<file path="src/rtl/launcher_pkg.sv">
// Shared types and default tuning constants for the bird launcher.
package launcher_pkg;

  typedef enum logic [1:0] {
    StIdle     = 2'd0,
    StCharging = 2'd1,
    StFlying   = 2'd2,
    StCooldown = 2'd3
  } launcher_state_e;

  localparam int unsigned MIN_POWER             = 2;
  localparam int unsigned MAX_POWER             = 15;
  localparam int unsigned FLIGHT_TIMEOUT_FRAMES = 90;
  localparam int unsigned COOLDOWN_FRAMES       = 15;

  localparam int unsigned FrameCntW = 7;

endpackage

</file>
<file path="src/rtl/launcher_frame_timer.sv">
// Saturating frame counter; done fires on the tick that brings the count up to limit.
module launcher_frame_timer
  import launcher_pkg::FrameCntW;
(
  input  logic                 clk,
  input  logic                 resetN,
  input  logic                 clear,
  input  logic                 tick,
  input  logic [FrameCntW-1:0] limit,
  output logic                 done
);

  logic [FrameCntW-1:0] count_q, count_d, count_inc;

  assign count_inc = (count_q == {FrameCntW{1'b1}}) ? count_q : count_q + 1'b1;

  // done must not depend on clear: the owner derives clear from its next state.
  assign done = tick & (count_inc >= limit);

  always_comb begin
    count_d = count_q;
    if (clear) begin
      count_d = '0;
    end else if (tick) begin
      count_d = count_inc;
    end
  end

  always_ff @(posedge clk or negedge resetN) begin
    if (!resetN) begin
      count_q <= '0;
    end else begin
      count_q <= count_d;
    end
  end

endmodule

</file>
<file path="src/rtl/bird_launcher.sv">
// Launcher FSM: charge on a fresh fire press, shoot on release, time the flight, cool down.
module bird_launcher #(
  parameter int unsigned MIN_POWER             = launcher_pkg::MIN_POWER,
  parameter int unsigned MAX_POWER             = launcher_pkg::MAX_POWER,
  parameter int unsigned FLIGHT_TIMEOUT_FRAMES = launcher_pkg::FLIGHT_TIMEOUT_FRAMES,
  parameter int unsigned COOLDOWN_FRAMES       = launcher_pkg::COOLDOWN_FRAMES
) (
  input  logic       clk,
  input  logic       resetN,
  input  logic       startOfFrame,
  input  logic       startGame,
  input  logic       newLevelPulse,
  input  logic       fire_key,
  input  logic [3:0] birdsLeft,
  input  logic       collisionBird,
  output logic       shoot_bird_pulse,
  output logic [3:0] launchPower,
  output logic       birdInFlight,
  output logic [1:0] launcherState
);

  import launcher_pkg::launcher_state_e;
  import launcher_pkg::StIdle;
  import launcher_pkg::StCharging;
  import launcher_pkg::StFlying;
  import launcher_pkg::StCooldown;
  import launcher_pkg::FrameCntW;

  localparam logic [3:0]           MinPower  = 4'(MIN_POWER);
  localparam logic [3:0]           MaxPower  = 4'(MAX_POWER);
  localparam logic [FrameCntW-1:0] FlightLim = FrameCntW'(FLIGHT_TIMEOUT_FRAMES);
  localparam logic [FrameCntW-1:0] CoolLim   = FrameCntW'(COOLDOWN_FRAMES);

  launcher_state_e      state_q, state_d;
  logic [3:0]           power_q, power_d;
  logic                 shoot_q, shoot_d;
  logic                 flight_q;
  logic                 fire_q;
  logic                 seen_low_q, seen_low_d;
  logic                 rise, abort;
  logic                 timer_clear, timer_done;
  logic [FrameCntW-1:0] timer_limit;

  // A key already held when reset releases is not a fresh press until it has been seen low.
  assign seen_low_d = seen_low_q | ~fire_key;
  assign rise       = fire_key & ~fire_q & seen_low_q;
  assign abort      = ~startGame | newLevelPulse;

  always_comb begin
    state_d = state_q;
    power_d = power_q;
    shoot_d = 1'b0;
    if (abort) begin
      state_d = StIdle;
      power_d = '0;
    end else begin
      case (state_q)
        StIdle: begin
          if (rise && (birdsLeft != 4'd0)) begin
            state_d = StCharging;
            power_d = MinPower;
          end
        end
        StCharging: begin
          if (!fire_key) begin
            state_d = StFlying;
            shoot_d = 1'b1;
          end else if (startOfFrame && (power_q < MaxPower)) begin
            power_d = power_q + 4'd1;
          end
        end
        StFlying: begin
          if (collisionBird || timer_done) begin
            state_d = StCooldown;
          end
        end
        StCooldown: begin
          if (timer_done) begin
            state_d = StIdle;
            power_d = '0;
          end
        end
        default: state_d = StIdle;
      endcase
    end
  end

  assign timer_limit = (state_q == StCooldown) ? CoolLim : FlightLim;
  assign timer_clear = (state_d != state_q) || (state_q == StIdle) || (state_q == StCharging);

  launcher_frame_timer u_frame_timer (
    .clk    (clk),
    .resetN (resetN),
    .clear  (timer_clear),
    .tick   (startOfFrame),
    .limit  (timer_limit),
    .done   (timer_done)
  );

  always_ff @(posedge clk or negedge resetN) begin
    if (!resetN) begin
      state_q    <= StIdle;
      power_q    <= '0;
      shoot_q    <= 1'b0;
      flight_q   <= 1'b0;
      fire_q     <= 1'b0;
      seen_low_q <= 1'b0;
    end else begin
      state_q    <= state_d;
      power_q    <= power_d;
      shoot_q    <= shoot_d;
      flight_q   <= (state_d == StFlying);
      fire_q     <= fire_key;
      seen_low_q <= seen_low_d;
    end
  end

  assign shoot_bird_pulse = shoot_q;
  assign launchPower      = power_q;
  assign birdInFlight     = flight_q;
  assign launcherState    = state_q;

endmodule

</file>
<file path="config.mk">
export PLATFORM = sky130hd
export DESIGN_NAME = bird_launcher
export DESIGN_NICKNAME = d
export VERILOG_FILES = /design/src/rtl/launcher_pkg.sv /design/src/rtl/launcher_frame_timer.sv /design/src/rtl/bird_launcher.sv
export SDC_FILE = /design/constraint.sdc
export NUM_CORES = 1
export LEC_CHECK = 0
export BUFFER_PORTS_ARGS = -buffer_cell sky130_fd_sc_hd__buf_4
export CAP_MARGIN = 25
export CORE_MARGIN = 8
export CORE_UTILIZATION = 45
export DETAILED_ROUTE_END_ITERATION = 8
export PLACE_DENSITY = 0.66
export SKIP_CTS_REPAIR_TIMING = 1
export SLEW_MARGIN = 20
export SYNTH_ARGS = -nofsm -noshare
export SYNTH_HDL_FRONTEND = slang
export SYNTH_SLANG_ARGS = --single-unit
</file>
<file path="constraint.sdc">
create_clock -name clk -period 7.1 [get_ports clk]
set_input_delay 1.065 -clock clk [delete_from_list [all_inputs] [get_ports clk]]
set_output_delay 1.065 -clock clk [all_outputs]
set_load 0.01 [all_outputs]
</file>
# --- Yosys cells after proc, flatten, opt, wreduce, memory -nomap -nowiden ---
# Index checks and enable logic that the tools add are counted.
word_totals:
  in_bits: 11
  wordCells: 58
  out_inout_bits: 8
  mem_count: 0
  latch_bits: 0
  register_bits: 17
  mem_bits_ro: 0
  mem_bits_rw: 0
op_classes:
  mux: 19
  bitwise: 8
  n_shift: 0
  n_eq_ne: 10
  n_mul: 0
  n_div: 0
  addsub: 2
  reduce_logical: 10
  n_lt_le_gt_ge: 2
ops:
  columns: ["cell", "count"]
  rows:
  - ["$mux 7", 4]
  - ["$mux 4", 5]
  - ["$ne 3x3->1 const B", 4]
  - ["$pmux 4 s3", 1]
  - ["$mux 2", 5]
  - ["$pmux 2 s4", 1]
  - ["$reduce_bool 4->1", 2]
  - ["$add 7x1->7 const B", 1]
  - ["$eq 7x7->1 const B", 1]
  - ["$ge 7x7->1", 1]
  - ["$eq 2x2->1 const B", 3]
  - ["$reduce_and 5->1", 1]
  - ["$add 4x1->4 const B", 1]
  - ["$lt 4x4->1 const B", 1]
  - ["$and 1x1->1", 3]
  - ["$logic_or 1x1->1", 3]
  - ["$mux 1", 3]
  - ["$not 1->1", 3]
  - ["$eq 2x1->1 const B", 1]
  - ["$logic_and 1x1->1", 2]
  - ["$logic_not 2->1", 1]
  - ["$ne 2x2->1", 1]
  - ["$or 1x1->1", 2]
  - ["$reduce_bool 2->1", 1]

# --- Longest topological paths before layout ---
# Gate-level depths: netlist (run 1).
logic_depth:
  word_depth: 12
  mapped_depth: 12
  mapped_depth_nobuf: 11

# --- Modules after synthesis ---
# Synthesis (run 1) repeated with hierarchy kept, for this count alone.
unflattened:
  cells_unflattened: 119
  hier_area_um2: 1176.1
modules_own_cells:
  columns: ["mod", "seq_area_each_um2", "cells_each", "n_inst", "area_each_um2"]
  rows:
  - ["launcher_frame_timer", 175.2, 67, 1, 633.1]
  - ["bird_launcher", 250.2, 52, 1, 543.0]

# --- Worst setup path before layout (run 1) ---
# No wires, ideal clock.
synth_path:
  kind: "reg-to-reg"
  startpoint: "register u_frame_timer.count_q[0]"
  endpoint: "register u_frame_timer.count_q[5]"
  stages_incl_launch_ff: 13
  slack_ns: 4.422
  synth_period_minus_slack_ns: 2.678
  t_arrival_ns: 2.590
  setup_time_ns: 0.087
  path_buffers: 1
  required_time_ns: 7.013
  cell_sequence: "dfrtp_1 ha_1 and3_1 buf_6 nand4_4 xnor2_1 ha_1 nand2b_1 a31oi_1 nor3_1 a211oi_4 o2111ai_4 a211oi_2"
synth_via:
  elab_chain_cells: 12
  elab_cells_between_ends: 16
  cone_classes: "add/sub (1); order compare (1); eq/ne (2); mux (7); bitwise (1); reduce/logical (4)"
synth_lines:
  columns: ["item", "line", "rtl"]
  rows:
  - ["from (decl)", "launcher_frame_timer.sv:13", "logic [FrameCntW-1:0] count_q, count_d, count_inc;"]
  - ["from (signal assigned)", "launcher_frame_timer.sv:33", "count_q <= count_d;"]
  - ["$add 7x1->7 or $eq 7x7->1 (tied branches)", "launcher_frame_timer.sv:15", "assign count_inc = (count_q == {FrameCntW{1'b1}}) ? count_q : count_q + 1'b1;"]
  - ["$mux 7 (*)", "launcher_frame_timer.sv:15", null]
  - ["$ge 7x7->1", "launcher_frame_timer.sv:18", "assign done = tick & (count_inc >= limit);"]
  - ["$and 1x1->1", "launcher_frame_timer.sv:18", null]
  - ["$logic_or 1x1->1", "bird_launcher.sv:73", "if (collisionBird || timer_done) begin"]
  - ["$mux 2", "bird_launcher.sv:73", null]
  - ["$pmux 2 s4", "bird_launcher.sv:57", "case (state_q)"]
  - ["$mux 2", "bird_launcher.sv:53", "if (abort) begin"]
  - ["$ne 2x2->1", "bird_launcher.sv:89", "assign timer_clear = (state_d != state_q) || (state_q == StIdle) || (state_q == StCharging);"]
  - ["$logic_or 1x1->1 (2 in series)", "bird_launcher.sv:89", null]
  - ["$mux 7 or $reduce_bool 2->1 (tied branches)", null, null]
# Every way passes the cells marked *; elsewhere a longest branch is shown, timed or not. The select of a mux whose other input is x is not followed.
# A chain may end at the register's enable or synchronous reset.

# --- Worst setup path in the final report (run 1) ---
# Same ends and word-level chain as after synthesis.

==> results by group, run 1 <==
Clock network
  – Reg clk slew, reported paths: ~100 ps
  – Num CTS Buffers: 3
  – CTS tree: yes
  – CTS max path bufs: 2
  – Worst-Skew Late Latency: 290 ps
  – Root buf cell: clkbuf_4
  – Clock sinks: 17
  – Number of H-tree levels: 1

Worst setup path
  – Worst setup SP type: flop
  – Slowest Stage Delay on Critical Path: between 400 and 500 ps
  – Worst Setup Path Type: flop to flop
  – Worst path most repeated cell: ha_1
  – Cells along the critical path: ha_1 > and3_1 > nand4_4 > xnor2_1 > ha_1 > nand2b_1 > a31oi_1 > nor3_1 > a211oi_4 > o2111ai_4 > a211oi_2
  – CP required: between 7000 and 8000 ps
  – Critical path's slowest cell: dfrtp_1
  – Worst path bufs/invs: 0
  – Worst setup EP type: flop
  – Arr. time, crit path: approximately 3200 ps
  – Crit Path Max Fanout: 9
  – Cell family with most CP delay: compound AO/OA/AOI/OAI gates

GRT
  – Largest net degree at the start of global routing: 18
  – Gr usage total: between 10% and 20%
  – Initial antenna violation count: 0
  – First-pass GRT wire length: around 4300 um
  – Vias in the first global route: roughly 930
  – Total global routing overflow: 0

Logic synthesis
  – Yosys top cell area share: 39.0%
  – Post-synth net total: about 130
  – Post-synth EDFFs: 0
  – Mapped Area: 1090 um^2
  – Most instantiated cells after synthesis: 17 x dfrtp_1, 12 x nor2_1, 10 x nand3_1
  – Area leader, netlist: dfrtp_1
  – Synthesized flop and latch total: 17
  – Post-Synthesis Cells: about 110
  – Cell with the most instances after synthesis: dfrtp_1
  – Synthesis warning total: 0
  – Sequential area share after synthesis: between 30% and 40%
  – Main area contributors after synthesis: dfrtp_1 39%, ha_1 6.9%, nand3_1 4.6%, nor2_1 4.1%, xor2_1 4.0%
  – Syn Area/Cell: between 9 and 10 um^2
  – Post-synthesis async set-or-reset flop share: 100%
  – Yosys cell types: 40
  – Most used DFF post-synth: dfrtp_1

Drt
  – Routed WL: 2510 um
  – Via/cell ratio: between 5 and 6
  – Antenna viol nets, final: 0
  – Wirelength per Cell: 15.5 um
  – 1st-iter DRT viols: 39
  – Via count: ~910
  – # DRC: 0
  – TritonRoute pass-1 iters: 4

Placement
  – Routability-driven placement congestion ratio: between 0.8 and 0.9
  – Number of I/O port buffers: 18
  – HPWL Detailed: just under 2000 um
  – Pre-CTS setup slack: a little over 4000 ps
  – Placed Area: about 1200 um^2

Layout
  – Finished Cell Area: ~1300 um^2
  – Share of layout cells above drive strength 1: roughly a quarter
  – Layout Area Growth over Synthesis: 16.1%
  – # diodes: 0
  – Layout Nets: 150

Job
  – Max-Cap Viols: 0

Worst hold path
  – HP Class: flop to flop

Timing
  – RSZ-0062 raised after global routing: false
  – Worst-margin pin slew: between 600 and 700 ps
  – Relative slew slack: between 50 and 60%
  – FMAX: 337 MHz
  – Post-layout min period: around 3000 ps
  – Max-slew violations: 0
  – Final TNS setup: 0 ps
  – Setup WS post-layout: 4130 ps
  – Clock Skews: ~1.8 ps
  – Final Hold Vio Count: 0
  – Fin crit share: 41.8%
  – Worst Hold Margin: slightly below 500 ps
  – Setup violations, final: 0

Floorplanning
  – Die Span Y: 65.2 um
  – Core ar.: between 2000 and 2500 um^2
  – Num ports: 19
  – Initial core utilization: a little under half
  – Full die area: about 4300 um^2
  – FP Rows: 18
  – Die W: about 65 um

Power
  – Maximum vdd ir drop: 0.0000973 V
  – P per Cell Area: between 100 and 150 nW/um^2
  – Tot Pwr: roughly 0.17 mW
  – Lkg Pwr: approximately 0.57 nW

Status
  – Status: finished clean
power breakdown:
part / switching (mW) / internal (mW) / total [mW] / leakage, nW
clock: 0.0310 / 0.0219 / 0.0529 / 0.0150
sequential: 0.00118 / 0.0976 / 0.0988 / 0.229
combinational: 0.00919 / 0.00723 / 0.0164 / 0.322
total: 0.0414 / 0.127 / 0.168 / 0.567
final cells by class:
type | instances | area, um^2
Fill cell | 228 | 1120
Inverter | 7 | 26.3
Clock buffer | 4 | 26.3
Multi-Input combinational cell | 86 | 614
Sequential cell | 17 | 425
Tap cell | 30 | 37.5
Timing Repair Buffer | 18 | 135
worst paths after layout:
path / startpoint / end / slack (ps) / depth (start not counted)
hold / removal: seen_low_q / seen_low_q / 490 / 1
setup reg to reg: u_frame_timer.count_q[0] / u_frame_timer.count_q[5] / 4130 / 11
setup / recovery: u_frame_timer.count_q[0] / u_frame_timer.count_q[5] / 4130 / 11
max in group asynchronous: resetN / u_frame_timer.count_q[3] / 6290 / 1
hold reg to reg: seen_low_q / seen_low_q / 490 / 1
min in group asynchronous: resetN / seen_low_q / 620 / 1
sequential cells by signal (all words and copies together) (netlist names):
signal	count
birdInFlight	1
u_frame_timer.count_q	7
seen_low_q	1
launcherState	2
launchPower	4
shoot_bird_pulse	1
fire_q	1
worst register-to-register path: stages (launching register included):
cell and delay [ps]:
dfrtp_1 450, ha_1 240, and3_1 320, nand4_4 200
xnor2_1 180, ha_1 260, nand2b_1 130, a31oi_1 160
nor3_1 90, a211oi_4 370, o2111ai_4 240, a211oi_2 250
metrics by stage:
step	utilization [%]	cells
after CTS	53.0	162
after floorplan	-	114
final	53.0	162
after global routing	53.0	162
after global placement	51.9	158
after detailed placement	51.9	158
cell usage in the layout (no fill, tap or decap), drive strengths merged, types with 4 or more instances in the layout:
| master | instances |
|---|---|
| nand2 | 7 |
| xor2 | 5 |
| a21oi | 7 |
| dfrtp | 17 |
| clkbuf | 4 |
| nor2 | 12 |
| inv | 7 |
| nand3 | 10 |
| ha | 6 |
| buf | 18 |
| nor3 | 4 |
kinds of logic after synthesis:
kind of cell | count (synthesis) | synth area share (%)
AND/OR/NAND/NOR | 47 | 23.1
AO/OA/AOI/OAI | 26 | 20.7
flip-flops | 17 | 39.0
buffers and inverters | 11 | 4.59
XOR/XNOR | 6 | 4.82
adder cells (fa/ha/maj) | 6 | 6.89
multiplexers | 1 | 0.919
per-layer routing:
| metal | GRT usage, % | vias up | share of wire [%] |
|---|---|---|---|
| met3 | 3.74 | 2 | 6.4 |
| met2 | 21.2 | 20 | 50 |
| met5 | 0 | - | 0 |
| li1 | - | 448 | - |
| met1 | 14.4 | 444 | 43 |
| met4 | 5.18 | 0 | 0.84 |
Note: power is estimated with default switching activity, not from simulation.
==> inputs of run 2 (changes only) <==
==> constraint.sdc (replaced) <==
create_clock -name clk -period 2.8 [get_ports clk]
set_input_delay 0.42 -clock clk [delete_from_list [all_inputs] [get_ports clk]]
set_output_delay 0.42 -clock clk [all_outputs]
set_load 0.01 [all_outputs]
==> run 2 against run 1 <==
Cell area rose by 7.9%. Sequential power rose to 2.5 times the previous value. Core utilization rose by 4.2 points. Via count rose by 2.8%. Count of clock-buffer cells in the layout fell by 1. Fmax rose by 10%. First-iteration DRC count fell by 2.6%.
==> results by group, run 2 (same netlist as run 1, synthesis figures left out) <==
Status
  – Status: finished clean

Worst setup path
  – R2R depth: 12
  – Arr. time, crit path: between 2000 and 3000 ps
  – Worst setup SP type: flop
  – Reg2reg start: u_frame_timer.count_q[1]
  – Crit Path Max Fanout: 6
  – CP required: ~3000 ps
  – Cells along the critical path: ha_4 > and3_4 > nand4_4 > xnor2_2 > ha_1 > nand2b_1 > a31oi_1 > nor3_1 > a211oi_4 > buf_6 > o21ai_2 > o31ai_1
  – Critical path's slowest cell: dfrtp_1
  – Worst Setup Path Type: flop to flop
  – Capturing point of the worst reg2reg path: launchPower[1]
  – Setup slack, reg-to-reg: about 120 ps
  – Worst setup EP type: flop
  – Slowest Stage Delay on Critical Path: between 400 and 500 ps

Clock network
  – Number of H-tree levels: 1
  – CTS max path bufs: 2
  – Num CTS Buffers: 3
  – Reg clk slew, reported paths: roughly 100 ps
  – Worst-Skew Late Latency: approximately 300 ps
  – CTS tree: yes
  – Clock sinks: 17
  – Root buf cell: clkbuf_4

Placement
  – Number of I/O port buffers: 18
  – Routability-driven placement congestion ratio: ~0.87
  – Pre-CTS setup slack: 31.4 ps
  – Placed cells: around 160
  – HPWL Detailed: 2030 um
  – Placed Area: 1280 um^2

Power
  – P per Cell Area: 313 nW/um^2
  – Tot Pwr: between 0.4 and 0.5 mW
  – Lkg Pwr: 0.620 nW
  – Maximum vdd ir drop: 0.000251 V

GRT
  – Initial antenna violation count: 0
  – Largest net degree at the start of global routing: 18
  – Gr usage total: 12.8%
  – First-pass GRT wire length: 4330 um
  – Vias in the first global route: roughly 970
  – Total global routing overflow: 0

Timing
  – Worst-margin pin slew: 643 ps
  – Setup violations, final: 0
  – Max-slew violations: 0
  – Post-layout min period: ~2700 ps
  – Clock Skews: 6.61 ps
  – Final Hold Vio Count: 0
  – Relative slew slack: between 50% and 60%
  – FMAX: between 300 and 400 MHz
  – Setup WS post-layout: between 100 and 150 ps
  – Fin crit share: a little over nine tenths

Layout
  – Fillcell total: 227
  – Commonest non-fill, non-tap cell in the layout: buf_4
  – Finished Cell Area: roughly 1400 um^2
  – Reg with most FFs: u_frame_timer.count_q
  – Max FFs per register: 7
  – Final Non-Filler Cells: between 150 and 200
  – Fin util: approximately 57%
  – Share of layout cells above drive strength 1: approximately a third
  – Leading cell types in the layout, fill and taps excluded: 25 x buf_4, 17 x dfrtp_1, 12 x nor2_1
  – Layout Area Growth over Synthesis: 25.3%
  – Layout Nets: between 150 and 200
  – # diodes: 0

Job
  – Max-Cap Viols: 0

Drt
  – Via count: 940
  – TritonRoute pass-1 iters: 5
  – Routed WL: ~2600 um
  – 1st-iter DRT viols: 38
  – # DRC: 0
  – Wirelength per Cell: about 15 um
  – Antenna viol nets, final: 0
  – Via/cell ratio: ~5.5

Floorplanning
  – Core ar.: 2390 um^2
  – Die Span Y: between 60 and 70 um
  – Initial core utilization: a little under half
  – Num ports: 19
  – Die W: around 65 um
  – FP Rows: 18
  – Full die area: ~4300 um^2

Worst hold path
  – HP Class: input port to flop
  – Hold Path Sink: fire_q
  – Hold path startpoint: fire_key
  – Worst Hold Depth: 1
run 2: changes by cell type in the layout (fill, tap and decap cells not counted), sizes merged:
cell,delta
buf,+8
clkbuf,-1
clkinv,+1
dlygate4sd3,+1
run 2: per-layer routing:
metal  track usage [%]  vias to the layer above  wire (um)  part of all wire [%]
li1                  -                      469          -                     -
met1              12.9                      449       1010                    39
met2              23.0                       20       1390                    53
met3              5.61                        2        201                   7.7
met4              3.81                        0         17                  0.65
met5                 0                        -          0                     0
run 2: area by class of cell:
class                   count  area (um^2)  area share (%)
clock buffers               3         22.5            1.65
clock inverters             1         5.00           0.367
inverters                   7         26.3            1.92
multi-input cells          86          639            46.8
flip-flops and latches     17          425            31.2
well taps                  30         37.5            2.75
repair buffers             27          209            15.3
run 2: how the worst max path moves through the flow:
stage | start | to
2_1_floorplan | u_frame_timer.count_q[0] | u_frame_timer.count_q[5]
3_3_place_gp | u_frame_timer.count_q[1] | u_frame_timer.count_q[5]
3_5_place_dp | u_frame_timer.count_q[1] | u_frame_timer.count_q[5]
4_1_cts | u_frame_timer.count_q[1] | u_frame_timer.count_q[5]
5_1_grt | u_frame_timer.count_q[1] | launchPower[1]
6_report | u_frame_timer.count_q[1] | launchPower[1]
run 2: through the flow:
stage / hold slack, ps / TNS [ps]
after floorplan: 124 / 0
after global placement: 294 / 0
after detailed placement: 293 / 0
after CTS: -36.1 / 0
after global routing: 282 / -116
final: 299 / 0
run 2: power breakdown:
part	internal [mW]	leakage (nW)	switching, mW
combinational	0.0201	0.373	0.0254
clock	0.0532	0.0177	0.0800
sequential	0.248	0.229	0.00124
total	0.321	0.620	0.107
run 2: critical path: cells and delay by family (launching register included):
kind / cells / cell delay, ps
AOI/OAI and AO/OA: 4 / 820
DFF: 1 / 440
and+or+nand+nor: 4 / 580
buffers and inverters: 1 / 150
adders and majority gates: 2 / 430
xor gates and xnor gates: 1 / 180
==> inputs of run 3 (changes only) <==
--- a/config.mk
+++ b/config.mk
@@ -10,7 +10,7 @@
 export CORE_MARGIN = 8
 export CORE_UTILIZATION = 45
 export DETAILED_ROUTE_END_ITERATION = 8
-export PLACE_DENSITY = 0.66
+export PLACE_DENSITY = 0.7
 export SKIP_CTS_REPAIR_TIMING = 1
 export SLEW_MARGIN = 20
 export SYNTH_ARGS = -nofsm -noshare
==> run 3 against run 2 <==
Combinational power is essentially flat. Sequential share of layout area is 0.057 points lower. Sequential power about the same. Power is 0.99% lower. Fmax shrank 0.72%. Final cell count rose by 0.58%. Highest routed layer unchanged.
==> results by group, run 3 (same netlist as run 1, synthesis figures left out) <==
Status
  – Status: finished clean

Floorplanning
  – Die Span Y: 65.2 um
  – Die W: around 65 um
  – FP Rows: 18
  – Core ar.: 2390 um^2
  – Initial core utilization: 45.6%
  – Full die area: approximately 4300 um^2
  – Num ports: 19

Power
  – Lkg Pwr: around 0.62 nW
  – Tot Pwr: ~0.42 mW
  – Maximum vdd ir drop: about 0.00032 V
  – P per Cell Area: 309 nW/um^2

Timing
  – Setup WS post-layout: about 96 ps
  – Relative slew slack: around 57%
  – Setup violations, final: 0
  – Clock Skews: roughly 7.7 ps
  – Post-layout min period: between 2000 and 3000 ps
  – Fin crit share: approximately 97%
  – Final Hold Vio Count: 0
  – Worst-margin pin slew: approximately 640 ps
  – Max-slew violations: 0
  – FMAX: ~370 MHz

Job
  – Max-Cap Viols: 0

Layout
  – Storage element area: 425 um^2
  – Commonest non-fill, non-tap cell in the layout: buf_4
  – Layout Nets: 160
  – Max FFs per register: 7
  – Share of layout cells above drive strength 1: 31.7%
  – Fin util: between 50% and 60%
  – Layout Area Growth over Synthesis: 25.5%
  – Leading cell types in the layout, fill and taps excluded: 27 x buf_4, 17 x dfrtp_1, 12 x nor2_1
  – Finished Cell Area: approximately 1400 um^2
  – # diodes: 0
  – Reg with most FFs: u_frame_timer.count_q
  – Fillcell total: between 200 and 250
  – Multi-input combinational cell area: about 640 um^2

Placement
  – HPWL Detailed: ~2000 um
  – Placed Area: about 1300 um^2
  – Routability-driven placement congestion ratio: 0.874
  – Pre-CTS setup slack: -10.7 ps
  – Number of I/O port buffers: 18

Worst setup path
  – Worst setup EP type: flop
  – CP required: between 3000 and 4000 ps
  – Critical path's slowest cell: dfrtp_1
  – Worst Setup Path Type: flop to flop
  – Worst setup SP type: flop
  – Crit Path Max Fanout: 6
  – Slowest Stage Delay on Critical Path: ~440 ps
  – Arr. time, crit path: 2920 ps
  – Cells along the critical path: ha_4 > and3_4 > nand4_4 > xnor2_2 > ha_1 > nand2b_1 > a31oi_1 > nor3_1 > a211oi_4 > buf_4 > a31o_2 > o2bb2ai_1

Drt
  – Via count: 927
  – 1st-iter DRT viols: 36
  – Wirelength per Cell: between 10 and 15 um
  – # DRC: 0
  – Routed WL: around 2600 um
  – Antenna viol nets, final: 0
  – TritonRoute pass-1 iters: 4
  – Via/cell ratio: roughly 5.4

GRT
  – Initial antenna violation count: 0
  – Gr usage total: between 10% and 20%
  – Vias in the first global route: roughly 930
  – First-pass GRT wire length: between 4000 and 5000 um
  – Largest net degree at the start of global routing: 18
  – Total global routing overflow: 0

Worst hold path
  – HP Class: input port to flop

Clock network
  – CTS tree: yes
  – Worst-Skew Late Latency: between 200 and 300 ps
  – Clock sinks: 17
  – Number of H-tree levels: 1
  – CTS max path bufs: 2
  – Root buf cell: clkbuf_4
  – Reg clk slew, reported paths: about 100 ps
  – Num CTS Buffers: 3
## run 3: changes by cell type in the layout (fill, tap and decap cells not counted)
cell and change:
buf_4 +2, buf_6 -1, clkbuf_1 +1, clkinv_2 -1
## run 3: through the flow
| step | setup TNS, ps | hold slack [ps] | cells |
|---|---|---|---|
| floorplan | 0 | 124 | 114 |
| global placement | 0 | 294 | 163 |
| detailed placement | -10.7 | 297 | 163 |
| CTS | -5.88 | -29.8 | 167 |
| global route | -296 | 271 | 172 |
| finish | 0 | 298 | 172 |
## run 3: routing by layer
metal  vias to the layer above  GRT usage, %  wire length, um
met2                        20          20.5             1240
met3                         7          4.93              147
met4                         0          4.63               41
met1                       427          14.9             1150
li1                        473             -                -
met5                         -             0                0
## run 3: power by group
group | leakage [nW] | internal (mW) | switching, mW
registers | 0.229 | 0.247 | 0.00161
logic | 0.374 | 0.0208 | 0.0246
clock network | 0.0150 | 0.0554 | 0.0732
total | 0.619 | 0.324 | 0.0995
## run 3: worst paths after layout
kind / cells after the start / slack [ps] / to / start
worst min-delay path: 1 / 300 / fire_q / fire_key
min in group asynchronous: 2 / 510 / launcherState[0] / resetN
max in group asynchronous: 2 / 2100 / launchPower[1] / resetN
worst min register to register: 1 / 510 / seen_low_q / seen_low_q
worst max register to register: 12 / 100 / launchPower[3] / u_frame_timer.count_q[1]
worst max-delay path: 12 / 100 / launchPower[3] / u_frame_timer.count_q[1]
## run 3: cell type report
cell class / instances / area share (%)
Inverter: 7 / 1.92
Sequential cell: 17 / 31.1
Tap cell: 30 / 2.74
Timing Repair Buffer: 28 / 15.6
Multi-Input combinational cell: 86 / 46.8
Clock buffer: 4 / 1.92
## run 3: worst max-delay path: cells and delay by family, from the launching register on
| kind | cells | cell delay (ps) |
|---|---|---|
| simple gates | 4 | 580 |
| compound gates | 4 | 820 |
| flops | 1 | 440 |
| buf+inv | 1 | 180 |
| xor+xnor | 1 | 170 |
| fa+ha+maj | 2 | 440 |
